`src/rtl/irq_encoder_16to4.sv`:
```
// ============================================================================
// Module   : irq_encoder_16to4
// Brief    : Falling-edge capture of active-low request lines, priority encode
//            and registered valid/ready delivery. Define ROUND_ROBIN_EN for
//            rotating priority; fixed lowest-index priority otherwise.
// Revision : 1.0 - initial release
// ============================================================================
`default_nettype none

module irq_encoder_16to4 #(
    parameter int WIDTH  = 16,
    parameter int CODE_W = 4
) (
    input  logic              clk_in,
    input  logic              rst_n_in,
    input  logic [WIDTH-1:0]  req_n_in,
    input  logic              en_n_in,
    input  logic              ready_in,
    output logic              valid_out,
    output logic [CODE_W-1:0] code_out,
    output logic              pending_out,
    output logic              overflow_out
);

    localparam logic [WIDTH-1:0] c_PREV_RESET = '1;

    logic [WIDTH-1:0]  prev_q, prev_d;
    logic [WIDTH-1:0]  pending_q, pending_d;
    logic              valid_q, valid_d;
    logic [CODE_W-1:0] code_q, code_d;
    logic              overflow_q, overflow_d;

    logic [WIDTH-1:0]  w_fall;
    logic [WIDTH-1:0]  w_capture;
    logic [WIDTH-1:0]  w_grant_mask;
    logic              w_load;
    logic              w_any_pending;
    logic              w_grant;
    logic [CODE_W-1:0] w_winner;
    logic [CODE_W-1:0] w_idx;
    logic [CODE_W-1:0] w_search_base;

`ifdef ROUND_ROBIN_EN
    logic [CODE_W-1:0] rr_ptr_q, rr_ptr_d;

    always_comb begin
        rr_ptr_d = rr_ptr_q;
        if (w_grant) begin
            rr_ptr_d = w_winner + CODE_W'(1);
        end
    end

    always_ff @(posedge clk_in or negedge rst_n_in) begin
        if (!rst_n_in) begin
            rr_ptr_q <= '0;
        end else begin
            rr_ptr_q <= rr_ptr_d;
        end
    end

    assign w_search_base = rr_ptr_q;
`else
    assign w_search_base = '0;
`endif

    assign w_fall    = prev_q & ~req_n_in;
    assign w_capture = en_n_in ? '0 : w_fall;
    assign w_load    = ~valid_q | ready_in;

    // Scan upward from the base index with wrap; the first pending bit wins.
    always_comb begin
        w_winner      = '0;
        w_any_pending = 1'b0;
        w_idx         = '0;
        for (int off = 0; off < WIDTH; off++) begin
            w_idx = w_search_base + CODE_W'(off);
            if (!w_any_pending && pending_q[w_idx]) begin
                w_winner      = w_idx;
                w_any_pending = 1'b1;
            end
        end
    end

    assign w_grant      = w_load & w_any_pending;
    assign w_grant_mask = w_grant ? (WIDTH'(1) << w_winner) : '0;

    always_comb begin
        prev_d     = req_n_in;
        // A fresh edge on the index being granted re-pends: set beats clear.
        pending_d  = (pending_q & ~w_grant_mask) | w_capture;
        overflow_d = |(w_capture & pending_q & ~w_grant_mask);
        valid_d    = valid_q;
        code_d     = code_q;
        if (w_load) begin
            valid_d = w_any_pending;
            if (w_any_pending) begin
                code_d = w_winner;
            end
        end
    end

    always_ff @(posedge clk_in or negedge rst_n_in) begin
        if (!rst_n_in) begin
            prev_q     <= c_PREV_RESET;
            pending_q  <= '0;
            valid_q    <= 1'b0;
            code_q     <= '0;
            overflow_q <= 1'b0;
        end else begin
            prev_q     <= prev_d;
            pending_q  <= pending_d;
            valid_q    <= valid_d;
            code_q     <= code_d;
            overflow_q <= overflow_d;
        end
    end

    assign valid_out    = valid_q;
    assign code_out     = code_q;
    assign pending_out  = |pending_q;
    assign overflow_out = overflow_q;

endmodule

`default_nettype wire
```
`config.mk`:
```
export PLATFORM = sky130hd
export DESIGN_NAME = irq_encoder_16to4
export DESIGN_NICKNAME = d
export VERILOG_FILES = /design/src/rtl/irq_encoder_16to4.sv
export SDC_FILE = /design/constraint.sdc
export NUM_CORES = 1
export LEC_CHECK = 0
export CAP_MARGIN = 20
export CORE_MARGIN = 2
export CORE_UTILIZATION = 30
export DETAILED_ROUTE_END_ITERATION = 8
export PLACE_DENSITY = 0.53
export SKIP_CTS_REPAIR_TIMING = 1
export SLEW_MARGIN = 20
export SYNTH_ARGS = -nofsm -noshare
export SYNTH_HDL_FRONTEND = slang
export SYNTH_SLANG_ARGS = --single-unit
```
`constraint.sdc`:
```
create_clock -name clk_in -period 4.5 [get_ports clk_in]
set_clock_uncertainty 0.2 [all_clocks]
set_input_delay 1.35 -clock clk_in [delete_from_list [all_inputs] [get_ports clk_in]]
set_output_delay 1.35 -clock clk_in [all_outputs]
set_load 0.01 [all_outputs]
```
# --- After elaboration in Yosys (flattened, before gate mapping) ---
# Cells that the tools add are included.
# Widths: inputs -> output; s select.
word_totals:
  register_bits: 38
  input_bits: 20
  word_cells: 82
op_classes:
  shifts: 1
  muxes: 33
  n_bitwise: 10
  n_reduce_logical: 33
ops:
  columns: ["op", "n"]
  rows:
  - ["$and 16x16->16", 4]
  - ["$mux 16", 2]
  - ["$mux 4", 8]
  - ["$not 16->16", 2]
  - ["$reduce_or 16->1", 2]
  - ["$mux 1", 17]
  - ["$or 16x16->16", 1]
  - ["$shl 1x4->16 const A", 1]
  - ["$logic_and 1x1->1", 15]
  - ["$logic_not 1->1", 15]
  - ["$mux 3", 4]
  - ["$mux 2", 2]
  - ["$reduce_and 2->1", 1]
  - ["$and 1x1->1", 1]
  - ["$not 1->1", 1]
  - ["$or 1x1->1", 1]

# --- Depth between registers and ports, before layout ---
logic_depth:
  ltp_word: 51
  ltp_mapped: 9
  depth_no_buf: 8

# --- Least setup slack after synthesis ---
# Ideal clock, no wire load.
synth_timing:
  kind: "input to register"
  start: "input ready_in"
  end: "register overflow_q (netlist: overflow_out)"
  setup_time_ns: 0.129
  arrival_ns: 2.847
  required_ns: 4.171
  setup_slack_ns: 1.324
  stages: 6
  n_path_buf: 0
  cell_sequence: "nand2b_1 > nand3_1 > or3_1 > and4_1 > or4_1 > o41a_1"
synth_between:
  elab_chain_len: 6
synth_rtl:
  columns: ["element", "line", "text"]
  rows:
  - ["start: declaration", "18", "input logic ready_in,"]
  - ["$or 1x1->1", "68", "assign w_load = ~valid_q | ready_in;"]
  - ["$and 1x1->1", "84", "assign w_grant = w_load & w_any_pending;"]
  - ["$mux 16", "85", "assign w_grant_mask = w_grant ? (WIDTH'(1) << w_winner) : '0;"]
  - ["$not 16->16", "91", "overflow_d = |(w_capture & pending_q & ~w_grant_mask);"]
  - ["$and 16x16->16", "91", null]
  - ["$reduce_or 16->1", "91", null]
  - ["net overflow_d", "31", "logic overflow_q, overflow_d;"]
  - ["end signal: assignment", "114", "overflow_q <= overflow_d;"]
  - ["end: declaration", "31", null]
# The timed path passes the listed nets, and every way through them passes these cells.
# A chain may end at the register's enable or synchronous reset.

# --- Worst setup path in the final report ---
layout_timing:
  start: "register pending_q[2]"
  end: "output pending_out"
layout_between:
  elab_chain_len: 1
layout_rtl:
  columns: ["element", "line", "text"]
  rows:
  - ["start: declaration", "28", "logic [WIDTH-1:0] pending_q, pending_d;"]
  - ["start signal: assignment", "111", "pending_q <= pending_d;"]
  - ["$reduce_or 16->1", "120", "assign pending_out = |pending_q;"]
  - ["end: declaration", "21", "output logic pending_out,"]
# Every way passes these cells.

==> impl_metrics.ini <==
[timing]
final_hold_viol_count = 0
min_period_ns = 3.87
final-max-slew-violation-count = 0
rsz0062_at_grt = false
period_share_pct = 86.0
setup_viol = 0
tightest_slew_ns = 0.842
fmax_mhz = 258
relSlewSlack_pct = 43.9
fin_tns_setup_ns = 0

[drt]
drt-initial-drc-count = 79
via_per_inst = 5.02
drc = 0
antenna_left = 0
routedWlPerCell_um = 14.1
drt-total-wl_um = 4090
dr.pass1.iters = 4
vias = 1452

[floorplanning]
die_y_um = 82.2
die_w_um = 82.2
std_cell_rows = 28
core_um2 = 5920
initial_core_util_pct = 31.0
dieArea_um2 = 6750
io_pins = 27

[synth]
syn_avg_cell_area_um2 = 10.1
yosys_warnings = 0
syn_area_um2 = 1830
synth_seq_cells = 38
synth-edff-count = 0
ys_types = 50
syn_nets = 201
async_reset_ff_share_pct = 100
ys_seq_area_share_pct = 53.0
synth_cells = 181
synth_flop_cell = dfrtp_1

[critical_path]
path_cells = or4_1 -> nor2_1 -> nand2_1 -> clkdlybuf4s50_1
crit_path_top_delay_cell = or4_1
cp.depth = 4
worstSetupStartpointType = register
critPathCaptureType = output pin
critPathBufInv = 1
path_max_fanout = 7
arrival_ns = 2.32
path_class = reg2out
crit_required_ns = 2.95
path_delay_family = simple AND/OR/NAND/NOR gates
ff2ff_path_depth = 8
cp_slowest_stage_delay_ns = 0.65

[placed_design]
portBuffers = 26
gp_congestion = 0.788
dpl.cell_count = 281
dpl.hpwl_um = 3150

[pwr]
switching_share_pct = 31.4
p_leak_nw = 0.834
seqPwrFrac_pct = 50.2
power_w = 0.000861
p_switching_w = 0.000270
p_int_w = 0.000591
powerDensity_nw_per_um2 = 380
clkPwrFrac_pct = 26.1
max-vdd-ir-drop_mv = 0.139
p_comb_share_pct = 23.7

[grt]
antenna_found_initial = 0
track_usage_pct = 13.9
grt-ovfl-total = 0
first_global_vias = 1432
grt_pass1_wl_um = 7010
grt_max_degree = 39

[status]
status = finished, final reports clean

[clock_tree]
max-clock-path-buffers = 2
clk_pin_slew_ns = 0.08
worstSkewPairLatency_ns = 0.30
cts.sinks = 38
cts_root_buf = clkbuf_8
cts_max_level = 2
cts_tree = done
cts_buffers = 5

[job]
drv_cap = 0

[cells_and_area]
num-nets-final = 233
synthToLayoutAreaGrowth_pct = 23.5
finish.utilization_pct = 38.2
drive_gt1_share_pct = 20.1
antenna_cells = 0
layout_common_cells = clkdlybuf4s50_1 (25), o21ai_0 (23), dfrtp_1 (22)
mostFrequentLayoutCell = clkdlybuf4s50_1
layout.cells.non_filler = 289

[worst_hold_path]
hold_path.class = reg2reg
holdPathStages = 2
worst register-to-register path, cell delays in order, from the launching register on:
cell and delay [ns]:
dfrtp_1 0.44, nor4_1 0.73, a21oi_1 0.21, a211oi_1 0.30, nand2_1 0.21, o31ai_1 0.38, o22ai_1 0.13, or4_1 0.53
o41a_1 0.32
power by group through the flow:
stage          clock network, W  registers (W)  logic (W)
6_report               0.000225       0.000432   0.000204
5_1_grt                0.000253       0.000440   0.000233
4_1_cts                0.000233       0.000432   0.000207
3_5_place_dp                  0       0.000438   0.000206
3_3_place_gp                  0       0.000438   0.000207
2_1_floorplan                 0       0.000430   0.000124
worst paths after layout:
| path | from | endpoint | slack [ns] |
|---|---|---|---|
| setup / recovery | pending_q[2] | pending_out | 0.63 |
| hold / removal | code_out[0] | code_out[0] | 0.28 |
| setup reg to reg | pending_q[8] | overflow_out | 0.95 |
| hold reg to reg | code_out[0] | code_out[0] | 0.28 |
| max in group asynchronous | rst_n_in | code_out[3] | 2.61 |
| min in group asynchronous | rst_n_in | pending_q[15] | 0.95 |
Yosys cell counts, types with 3 or more instances:
| master | number | area (µm²) |
|---|---|---|
| inv_1 | 7 | 26.3 |
| dfrtp_1 | 22 | 551 |
| o22ai_1 | 3 | 18.8 |
| or4_1 | 5 | 37.5 |
| nand2_1 | 17 | 63.8 |
| or2b_2 | 6 | 52.6 |
| o31ai_1 | 4 | 30.0 |
| nor3_1 | 3 | 15.0 |
| nor2_1 | 15 | 56.3 |
| nand2b_1 | 8 | 50.1 |
| o21ai_1 | 6 | 30.0 |
| o21ai_0 | 23 | 115 |
| dfstp_2 | 16 | 420 |
metrics by stage:
stage / setup WS, ns / hold slack (ns) / instance area (µm²)
6_report: 0.630 / 0.276 / 2260
3_5_place_dp: 0.691 / 0.271 / 2180
5_1_grt: 0.481 / 0.303 / 2260
2_1_floorplan: 1.32 / 0.265 / 1830
4_1_cts: 0.623 / 0.286 / 2260
3_3_place_gp: 0.713 / 0.262 / 2180
kinds of logic after synthesis:
| logic type | after synthesis | synth area share, % |
|---|---|---|
| and+or+nand+nor | 74 | 23.1 |
| buffers and inverters | 9 | 1.91 |
| DFF | 38 | 53.0 |
| AOI/OAI and AO/OA | 60 | 22.0 |
routing by layer:
| metal | wire, µm | vias up | share of wire [%] | GRT usage (%) |
|---|---|---|---|---|
| li1 | - | 725 | - | - |
| met1 | 1950 | 676 | 48 | 18.9 |
| met2 | 1810 | 42 | 44 | 20.7 |
| met3 | 213 | 9 | 5.2 | 3.26 |
| met4 | 113 | 0 | 2.8 | 6.83 |
| met5 | 0 | - | 0 | 0 |
final cells by class:
cell class,instances,area [µm²]
clock buffers,6,72.6
repair buffers,27,263
inverters,7,26.3
flip-flops and latches,38,971
multi-input cells,134,827
well taps,75,93.8
clock inverters,2,10.0
fillers,609,3660
state kept, by name (all words and copies together), names as in the netlist:
signal	flops
code_out	4
valid_out	1
prev_q	16
pending_q	16
overflow_out	1
No activity file was read; power rests on OpenSTA's default activity.
